===== src/rtl/wb_loader.sv =====
// -----------------------------------------------------------------------------
// wb_loader
//
// Run-time writer for the weight/bias bank set. After a start pulse it
// accepts a 32-bit word stream and turns every accepted word into one
// registered bank write. The order is bank-major:
//   banks 0 .. L1_BANKS-1                  : L1_WORDS words each ([W1|b1])
//   banks L1_BANKS .. L1_BANKS+L2_BANKS-1  : L2_WORDS words each ([W2|b2])
// A one-cycle done pulse tells the inference controller that the load is
// complete.
//
// Optional feature (macro WB_LOADER_CKSUM_EN):
//   A mod-2^32 running sum of all bank data words is kept. After the last
//   layer-2 word one extra stream word (the expected checksum) is accepted
//   and compared against it; o_cksum_err reports a mismatch and holds until
//   the next start or reset. Without the macro o_cksum_err is tied to 0.
//
// Stream handshake: a word transfers on every rising clk edge where
// i_s_valid && o_s_ready. o_s_ready depends only on the FSM state (never on
// i_s_valid), and i_s_data is sampled only on a transfer.
//
// Ports:
//   i_clk        clock
//   i_resetn     asynchronous active-low reset
//   i_start      one-cycle pulse, begins a load when idle
//   i_s_valid    stream word valid
//   i_s_data     stream word
//   o_s_ready    loader accepts the word this cycle
//   o_mem_we     bank write strobe (registered, one cycle after a transfer)
//   o_mem_bank   target bank index
//   o_mem_addr   word address within the bank
//   o_mem_data   write data
//   o_busy       load in progress
//   o_done       one-cycle pulse when the load completes
//   o_cksum_err  checksum mismatch flag (0 without WB_LOADER_CKSUM_EN)
//   o_dbg_state  current FSM state encoding, for observation only
// -----------------------------------------------------------------------------
module wb_loader #(
    parameter int L1_BANKS = 32,
    parameter int L2_BANKS = 10,
    parameter int L1_WORDS = 785,
    parameter int L2_WORDS = 33,
    parameter int DEPTH    = 1024
) (
    input  logic        i_clk,
    input  logic        i_resetn,
    input  logic        i_start,
    input  logic        i_s_valid,
    input  logic [31:0] i_s_data,
    output logic        o_s_ready,
    output logic        o_mem_we,
    output logic [5:0]  o_mem_bank,
    output logic [9:0]  o_mem_addr,
    output logic [31:0] o_mem_data,
    output logic        o_busy,
    output logic        o_done,
    output logic        o_cksum_err,
    output logic [2:0]  o_dbg_state
);

    typedef enum logic [2:0] {
        S_IDLE  = 3'd0,
        S_LOAD1 = 3'd1,
        S_LOAD2 = 3'd2,
        S_DONE  = 3'd3
`ifdef WB_LOADER_CKSUM_EN
        , S_CHK = 3'd4
`endif
    } state_t;

    // Last word index of a bank, clamped so the word counter never runs
    // past the bank depth even with an inconsistent parameter set.
    localparam logic [9:0] L1_LAST_WORD =
        (L1_WORDS <= DEPTH) ? 10'(L1_WORDS - 1) : 10'(DEPTH - 1);
    localparam logic [9:0] L2_LAST_WORD =
        (L2_WORDS <= DEPTH) ? 10'(L2_WORDS - 1) : 10'(DEPTH - 1);
    localparam logic [5:0] L1_LAST_BANK = 6'(L1_BANKS - 1);
    localparam logic [5:0] L2_LAST_BANK = 6'(L1_BANKS + L2_BANKS - 1);

    state_t      r_state;
    state_t      w_next_state;

    logic [5:0]  r_bank;
    logic [9:0]  r_word;

    logic        r_mem_we;
    logic [5:0]  r_mem_bank;
    logic [9:0]  r_mem_addr;
    logic [31:0] r_mem_data;

    logic        w_xfer;
    logic        w_in_load;
    logic        w_load_xfer;
    logic        w_word_last;
    logic        w_l1_end;
    logic        w_l2_end;
    logic        w_start_idle;

    // -------------------------------------------------------------------------
    // Transfer qualification
    // -------------------------------------------------------------------------
    assign w_xfer       = i_s_valid && o_s_ready;
    assign w_in_load    = (r_state == S_LOAD1) || (r_state == S_LOAD2);
    assign w_load_xfer  = w_xfer && w_in_load;
    assign w_start_idle = (r_state == S_IDLE) && i_start;

    // The bank length depends on which layer is being filled.
    assign w_word_last  = (r_state == S_LOAD1) ? (r_word == L1_LAST_WORD)
                                               : (r_word == L2_LAST_WORD);
    assign w_l1_end     = (r_state == S_LOAD1) && w_word_last && (r_bank == L1_LAST_BANK);
    assign w_l2_end     = (r_state == S_LOAD2) && w_word_last && (r_bank == L2_LAST_BANK);

    // -------------------------------------------------------------------------
    // FSM: state register
    // -------------------------------------------------------------------------
    always_ff @(posedge i_clk or negedge i_resetn) begin
        if (!i_resetn) begin
            r_state <= S_IDLE;
        end else begin
            r_state <= w_next_state;
        end
    end

    // -------------------------------------------------------------------------
    // FSM: next-state logic
    // -------------------------------------------------------------------------
    always_comb begin
        w_next_state = r_state;
        case (r_state)
            S_IDLE: begin
                if (i_start) begin
                    w_next_state = S_LOAD1;
                end
            end
            S_LOAD1: begin
                if (w_xfer && w_l1_end) begin
                    w_next_state = S_LOAD2;
                end
            end
            S_LOAD2: begin
                if (w_xfer && w_l2_end) begin
`ifdef WB_LOADER_CKSUM_EN
                    w_next_state = S_CHK;
`else
                    w_next_state = S_DONE;
`endif
                end
            end
`ifdef WB_LOADER_CKSUM_EN
            S_CHK: begin
                // Exactly one word (the expected checksum) is taken here.
                if (w_xfer) begin
                    w_next_state = S_DONE;
                end
            end
`endif
            S_DONE: begin
                w_next_state = S_IDLE;
            end
            default: begin
                w_next_state = S_IDLE;
            end
        endcase
    end

    // -------------------------------------------------------------------------
    // FSM: state-decoded outputs
    // -------------------------------------------------------------------------
    always_comb begin
        o_s_ready = 1'b0;
        o_busy    = 1'b0;
        o_done    = 1'b0;
        case (r_state)
            S_LOAD1, S_LOAD2: begin
                o_s_ready = 1'b1;
                o_busy    = 1'b1;
            end
`ifdef WB_LOADER_CKSUM_EN
            S_CHK: begin
                o_s_ready = 1'b1;
                o_busy    = 1'b1;
            end
`endif
            S_DONE: begin
                o_done    = 1'b1;
            end
            default: begin
                o_s_ready = 1'b0;
            end
        endcase
    end

    // -------------------------------------------------------------------------
    // Bank / word counters. A start seen while busy or in DONE does not
    // touch them; only a start from IDLE rewinds to bank 0, word 0.
    // -------------------------------------------------------------------------
    always_ff @(posedge i_clk or negedge i_resetn) begin
        if (!i_resetn) begin
            r_bank <= 6'd0;
            r_word <= 10'd0;
        end else if (w_start_idle) begin
            r_bank <= 6'd0;
            r_word <= 10'd0;
        end else if (w_load_xfer) begin
            if (w_word_last) begin
                // Wrap the word index; the bank index simply carries on,
                // so layer 2 starts at L1_BANKS without special casing.
                r_word <= 10'd0;
                r_bank <= r_bank + 6'd1;
            end else begin
                r_word <= r_word + 10'd1;
            end
        end
    end

    // -------------------------------------------------------------------------
    // Registered bank write port. Address/data hold while the strobe is low.
    // -------------------------------------------------------------------------
    always_ff @(posedge i_clk or negedge i_resetn) begin
        if (!i_resetn) begin
            r_mem_we   <= 1'b0;
            r_mem_bank <= 6'd0;
            r_mem_addr <= 10'd0;
            r_mem_data <= 32'd0;
        end else begin
            r_mem_we <= w_load_xfer;
            if (w_load_xfer) begin
                r_mem_bank <= r_bank;
                r_mem_addr <= r_word;
                r_mem_data <= i_s_data;
            end
        end
    end

    assign o_mem_we    = r_mem_we;
    assign o_mem_bank  = r_mem_bank;
    assign o_mem_addr  = r_mem_addr;
    assign o_mem_data  = r_mem_data;
    assign o_dbg_state = r_state;

    // -------------------------------------------------------------------------
    // Optional checksum
    // -------------------------------------------------------------------------
`ifdef WB_LOADER_CKSUM_EN
    logic [31:0] r_sum;
    logic        r_cksum_err;

    always_ff @(posedge i_clk or negedge i_resetn) begin
        if (!i_resetn) begin
            r_sum       <= 32'd0;
            r_cksum_err <= 1'b0;
        end else if (w_start_idle) begin
            r_sum       <= 32'd0;
            r_cksum_err <= 1'b0;
        end else if (w_load_xfer) begin
            r_sum <= r_sum + i_s_data;
        end else if ((r_state == S_CHK) && w_xfer) begin
            r_cksum_err <= (i_s_data != r_sum);
        end
    end

    assign o_cksum_err = r_cksum_err;
`else
    assign o_cksum_err = 1'b0;
`endif

endmodule


===== config.mk =====
export PLATFORM = sky130hd
export DESIGN_NAME = wb_loader
export DESIGN_NICKNAME = d
export VERILOG_FILES = /design/src/rtl/wb_loader.sv
export SDC_FILE = /design/constraint.sdc
export NUM_CORES = 1
export LEC_CHECK = 0
export CAP_MARGIN = 5
export CORE_MARGIN = 2
export CORE_UTILIZATION = 30
export CTS_BUF_LIST = sky130_fd_sc_hd__clkbuf_4
export DETAILED_ROUTE_END_ITERATION = 6
export PLACE_DENSITY = 0.57
export SYNTH_ARGS = -nofsm -noshare
export SYNTH_HDL_FRONTEND = slang
export SYNTH_SLANG_ARGS = --single-unit

===== constraint.sdc =====
create_clock -name i_clk -period 5.9 [get_ports i_clk]
set_clock_uncertainty 0.1 [all_clocks]
set_input_delay 1.475 -clock i_clk [delete_from_list [all_inputs] [get_ports i_clk]]
set_output_delay 1.475 -clock i_clk [all_outputs]
set_load 0.03 [all_outputs]

# Word-level counts from Yosys, hierarchy flattened
# Cells that the tools add are included.
totals:
  register_bits: 68
  in_bits: 36
classes:
  n_addsub: 2
  n_eq_ne: 10
  n_mux: 13
  reduce_logical: 16
op_table:
  columns: ["operator", "n"]
  rows:
  - ["$mux W10", 3]
  - ["$mux W6", 3]
  - ["$add A10 B1 Y10 const B", 1]
  - ["$eq A10 B10 Y1 const B", 1]
  - ["$eq A10 B6 Y1 const B", 1]
  - ["$logic_and A1 B1 Y1", 9]
  - ["$mux W3", 3]
  - ["$pmux W3 S3", 1]
  - ["$add A6 B1 Y6 const B", 1]
  - ["$eq A3 B2 Y1 const B", 2]
  - ["$eq A6 B5 Y1 const B", 1]
  - ["$eq A6 B6 Y1 const B", 1]
  - ["$ne A2 B1 Y1 const B", 2]
  - ["$reduce_bool A2 Y1", 2]
  - ["$eq A3 B1 Y1 const B", 1]
  - ["$logic_not A3 Y1", 1]
  - ["$mux W1", 3]
  - ["$reduce_and A3 Y1", 1]
  - ["$ne A2 B2 Y1 const B", 1]
  - ["$reduce_and A2 Y1", 1]
  - ["$reduce_or A2 Y1", 1]
  - ["$logic_or A1 B1 Y1", 1]

# Logic depth before layout (Yosys ltp)
depth:
  depth_word: 7
  mapped_depth: 8

# Worst setup path after synthesis
# OpenSTA, ideal clock, no wires.
synth_path:
  path_kind: "flip-flop to output port"
  start: "reg r_state[0] (netlist: o_dbg_state[0])"
  end: "out o_s_ready"
  t_arrival_ns: 1.391
  required_time_ns: 4.325
  slack_ns: 2.934
  stages_incl_launch_ff: 4
  path_buffers: 1
  path_cell_list: "dfrtp_1 > inv_1 > ha_1 > buf_4"
synth_between:
  elab_chain_cells: 3
synth_lines:
  columns: ["item", "line", "source"]
  rows:
  - ["start: declaration", "80", "state_t r_state;"]
  - ["start signal: assignment", "120", "r_state <= w_next_state;"]
  - ["$eq A3 B1 Y1 / $eq A3 B2 Y1 (equally long branches)", null, null]
  - ["$reduce_or A2 Y1 *", null, null]
  - ["$mux W1 *", null, null]
  - ["end: declaration", "50", "output logic o_s_ready,"]
# Mark *: on every way between the ends. The rest lies on a longest branch, timed or not.

# Worst setup path after layout
layout_path:
  start: "reg r_state[1] (netlist: o_dbg_state[1])"
  end: "out o_busy"
layout_between:
  elab_chain_cells: 3
layout_lines:
  columns: ["item", "line", "source"]
  rows:
  - ["$eq A3 B1 Y1 / $eq A3 B2 Y1 (equally long branches)", "173", "case (r_state)"]
  - ["$reduce_or A2 Y1 *", "173", null]
  - ["$mux W1 *", "173", null]
  - ["end: declaration", "55", "output logic o_busy,"]
# Marks and branches as above.

==> reports/metrics.csv <==
stage;metric;value;unit
run_status;outcome;complete, no violations;
finish;antenna cell count;0;
power;leakage;1.96;nW
worst_setup_path;Critical path buffers and inverters;2;
finish;share of layout cells above drive strength 1;6.90;%
yosys;Yosys top cell area share;55.9;%
global_routing;pin count of the biggest net entering global routing;68;
yosys;Post-Syn Area per Cell;9.12;um2
sta;final setup TNS;0;ns
yosys;YS warnings;0;
placed_design;post-DP HPWL;4510;um
worst_setup_path;Worst Setup End Kind;output port;
sta;final setup vio count;0;
global_routing;M3 GR Usage;3.26;%
sta;Hold Vio Cnt, Final;0;
placed_design;Placed Area;3990;um2
min_path;worst hold path cell count;2;
global_routing;Top Usage Layer GRT;met2;
finish;Fillers;988;
sta;RSZ-0062 raised after global routing;false;
power;Peak VDD IR;121;uV
global_routing;vias in the first global route;2409;
sta;slew of the pin with the lowest slew margin;1.02;ns
yosys;top post-synthesis cells by count;150 x nand2_1, 67 x dfrtp_1, 11 x clkbuf_1;
drt;remaining antenna violation count;0;
worst_setup_path;CP Max Fanout;6;
yosys;top-count cell post-synth;nand2_1;
drt;via count;2447;
floorplan;Initial Utilization;30.8;%
worst_setup_path;CP max stage cell;clkdlybuf4s50_1;
floorplan;core area;9730;um2
placed_design;Cells after DPL;537;
cts;Root Buffer;clkbuf_4;
floorplan;io pins;92;
yosys;Yosys top cell by area;dfrtp_1;
floorplan;die footprint;10800;um2
finish;Final Net Count;460;
min_path;hold path endpoint;o_mem_data[31];
floorplan;die width;104;um
sta;FMAX;0.278;GHz
finish;post-route cell area;4150;um2
cts;H-tree depth;3;
cts;clock sinks;67;
worst_setup_path;Critical Path RT;4.32;ns
worst_setup_path;CP Data Arrival Time;2.02;ns
cts;TritonCTS clock tree;built;
drt;DR pass1 iterations;4;
worst_setup_path;reg-to-reg setup timing slack;2.99;ns
min_path;min-delay src;o_mem_data[31];
yosys;Post-synth EDFFs;0;
floorplan;Die Y;104;um
worst_setup_path;WS Path Type;flop to output port;
cts;Max clock buf depth;2;
yosys;Synth Flop Type;dfrtp_1;
drt;Routed WL per cell;12.5;um
global_routing;Tot GR Track Use;13.6;%
job;max_cap viols;0;
worst_setup_path;depth of the worst register-to-register path;8;
finish;Finished Layout Cells;553;
worst_setup_path;CP startpoint kind;flop;
drt;Total Wirelength;6920;um
floorplan;FP Rows;36;
worst_setup_path;Worst path max stage delay;0.69;ns
yosys;Synth area leaders;dfrtp_1 56%, nand2_1 19%, ha_1 3.8%;
yosys;fraction of registers with async set/reset;100;%
drt;DRC viols;0;
cts;CTS Buf Count;9;
min_path;HP Class;flop to flop;
sta;Worst Hold Slack;0.383;ns
placed_design;number of port buffers;89;
sta;max-slew violations;0;
cts;count of hold-fix buffers inserted at cts;0;
drt;vias per std cell;4.42;
cts;Post-CTS Setup Bufs;0;
worst_setup_path;Critical Path Stages;3;
worst_setup_path;crit-path cells;inv_1, ha_1, clkdlybuf4s50_1;
yosys;Seq cells post-synth;67;
worst_setup_path;r2r endpoint;r_word[7];
global_routing;initial antenna violation count;0;
worst_setup_path;reg2reg start;o_dbg_state[0];
yosys;Synth Instances;329;
cts;clock transition at the registers of the reported paths;0.11;ns
yosys;post-synthesis sequential area ratio;55.9;%
worst_setup_path;family with the most delay on the worst path;buffers and inverters;
finish;Area Growth Syn to Fin;38.5;%
sta;Rel. slew slack;31.3;%
sta;Final Critical Period;3.60;ns
yosys;synth unique cells;40;
global_routing;GR Layer Usage met2;21.2;%
global_routing;grt ovf;0;
yosys;Syn Std Cell Area;3000;um2
sta;Final Cycle Share;61.0;%
placed_design;GP Congestion;0.771;
cts;clock latency on the worst-skew pair;0.40;ns
drt;1st-iter DRT viols;127;
global_routing;met1 usage in global routing;18.2;%
global_routing;first-pass GRT wire length;11900;um
cts;CTS resizes;0;
power;power density cells;294;nW/um2
routing by layer:
layer | vias to the layer above | share of wire [%]
met5 | - | 0
met1 | 1152 | 47
met4 | 0 | 1.3
met2 | 57 | 46
li1 | 1229 | -
met3 | 9 | 5.1
registers in the layout (all words and copies together) (netlist names):
register / count
o_mem_data: 32
o_mem_addr: 10
r_word: 10
o_mem_bank: 6
r_bank: 6
o_dbg_state: 2
o_mem_we: 1
layout make-up:
cell class | count | area [um2] | area share, %
clock buffer | 9 | 67.6 | 1.63
clock inverter | 7 | 92.6 | 2.23
inverter | 7 | 26.3 | 0.633
multi-input combinational | 238 | 1220 | 29.3
sequential | 67 | 1680 | 40.4
tap | 133 | 166 | 4.01
timing repair buffer | 92 | 908 | 21.9
worst max-delay path by stage:
stage | start | endpoint
after floorplan | o_dbg_state[0] | o_s_ready
after global routing | o_dbg_state[1] | o_busy
after detailed placement | i_s_valid | o_dbg_state[1]
after global placement | i_s_valid | o_dbg_state[1]
final | o_dbg_state[1] | o_busy
after CTS | o_dbg_state[0] | o_busy
cell usage in the layout (no fill, tap or decap), types with 2 or more instances in the layout:
| master | Yosys | final |
|---|---|---|
| nand2_1 | 150 | 149 |
| clkdlybuf4s50_1 | 0 | 88 |
| dfrtp_1 | 67 | 67 |
| ha_1 | 9 | 9 |
| clkbuf_4 | 0 | 9 |
| nand3_1 | 8 | 8 |
| nor2_1 | 8 | 8 |
| nor3_1 | 7 | 7 |
| a21oi_1 | 7 | 7 |
| inv_1 | 6 | 6 |
| o21ai_0 | 6 | 6 |
| xnor2_1 | 5 | 5 |
| nor4_1 | 4 | 4 |
| a31oi_1 | 4 | 4 |
| buf_4 | 3 | 3 |
| clkinv_1 | 1 | 2 |
| and2_1 | 2 | 2 |
| mux2i_1 | 2 | 2 |
| or2_2 | 2 | 2 |
| or3_1 | 2 | 2 |
| o31ai_1 | 2 | 2 |
| nand2b_1 | 2 | 2 |
| conb_1 | 1 | 2 |
| bufinv_16 | 0 | 2 |
| clkinvlp_4 | 0 | 2 |
report_power, final:
part	leakage (nW)	internal, mW	total, mW	switching (mW)
Combinational	1.06	0.134	0.303	0.169
Clock	0.0796	0.170	0.340	0.169
Sequential	0.816	0.518	0.578	0.0603
Total	1.96	0.822	1.22	0.399
cells by family (layout without fill, tap and decap cells):
group,after synthesis,count (layout),synth area share (%)
other,1,2,0.125
xor gates and xnor gates,6,6,1.75
and+or+nand+nor,194,194,28.1
adders and majority gates,9,9,3.75
DFF,67,67,55.9
buffers and inverters,25,115,3.75
AOI/OAI and AO/OA,23,23,4.67
muxes,4,4,1.92
worst register-to-register path, stage by stage (launching register included):
cell,delay [ns]
dfrtp_1,0.45
inv_1,0.11
ha_1,0.37
nand2_2,0.09
clkinv_1,0.79
o21ai_0,0.50
or3_1,0.17
xor2_1,0.15
nor3_1,0.06
per-stage QoR:
step	utilization [%]	power, mW	setup slack [ns]
after floorplan	-	0.755	2.93
after global placement	41.0	0.890	1.99
after detailed placement	41.0	0.893	1.94
after CTS	42.7	1.24	2.26
after global routing	42.7	1.29	2.20
final	42.7	1.22	2.30
Note: power is estimated with default switching activity, not from simulation.
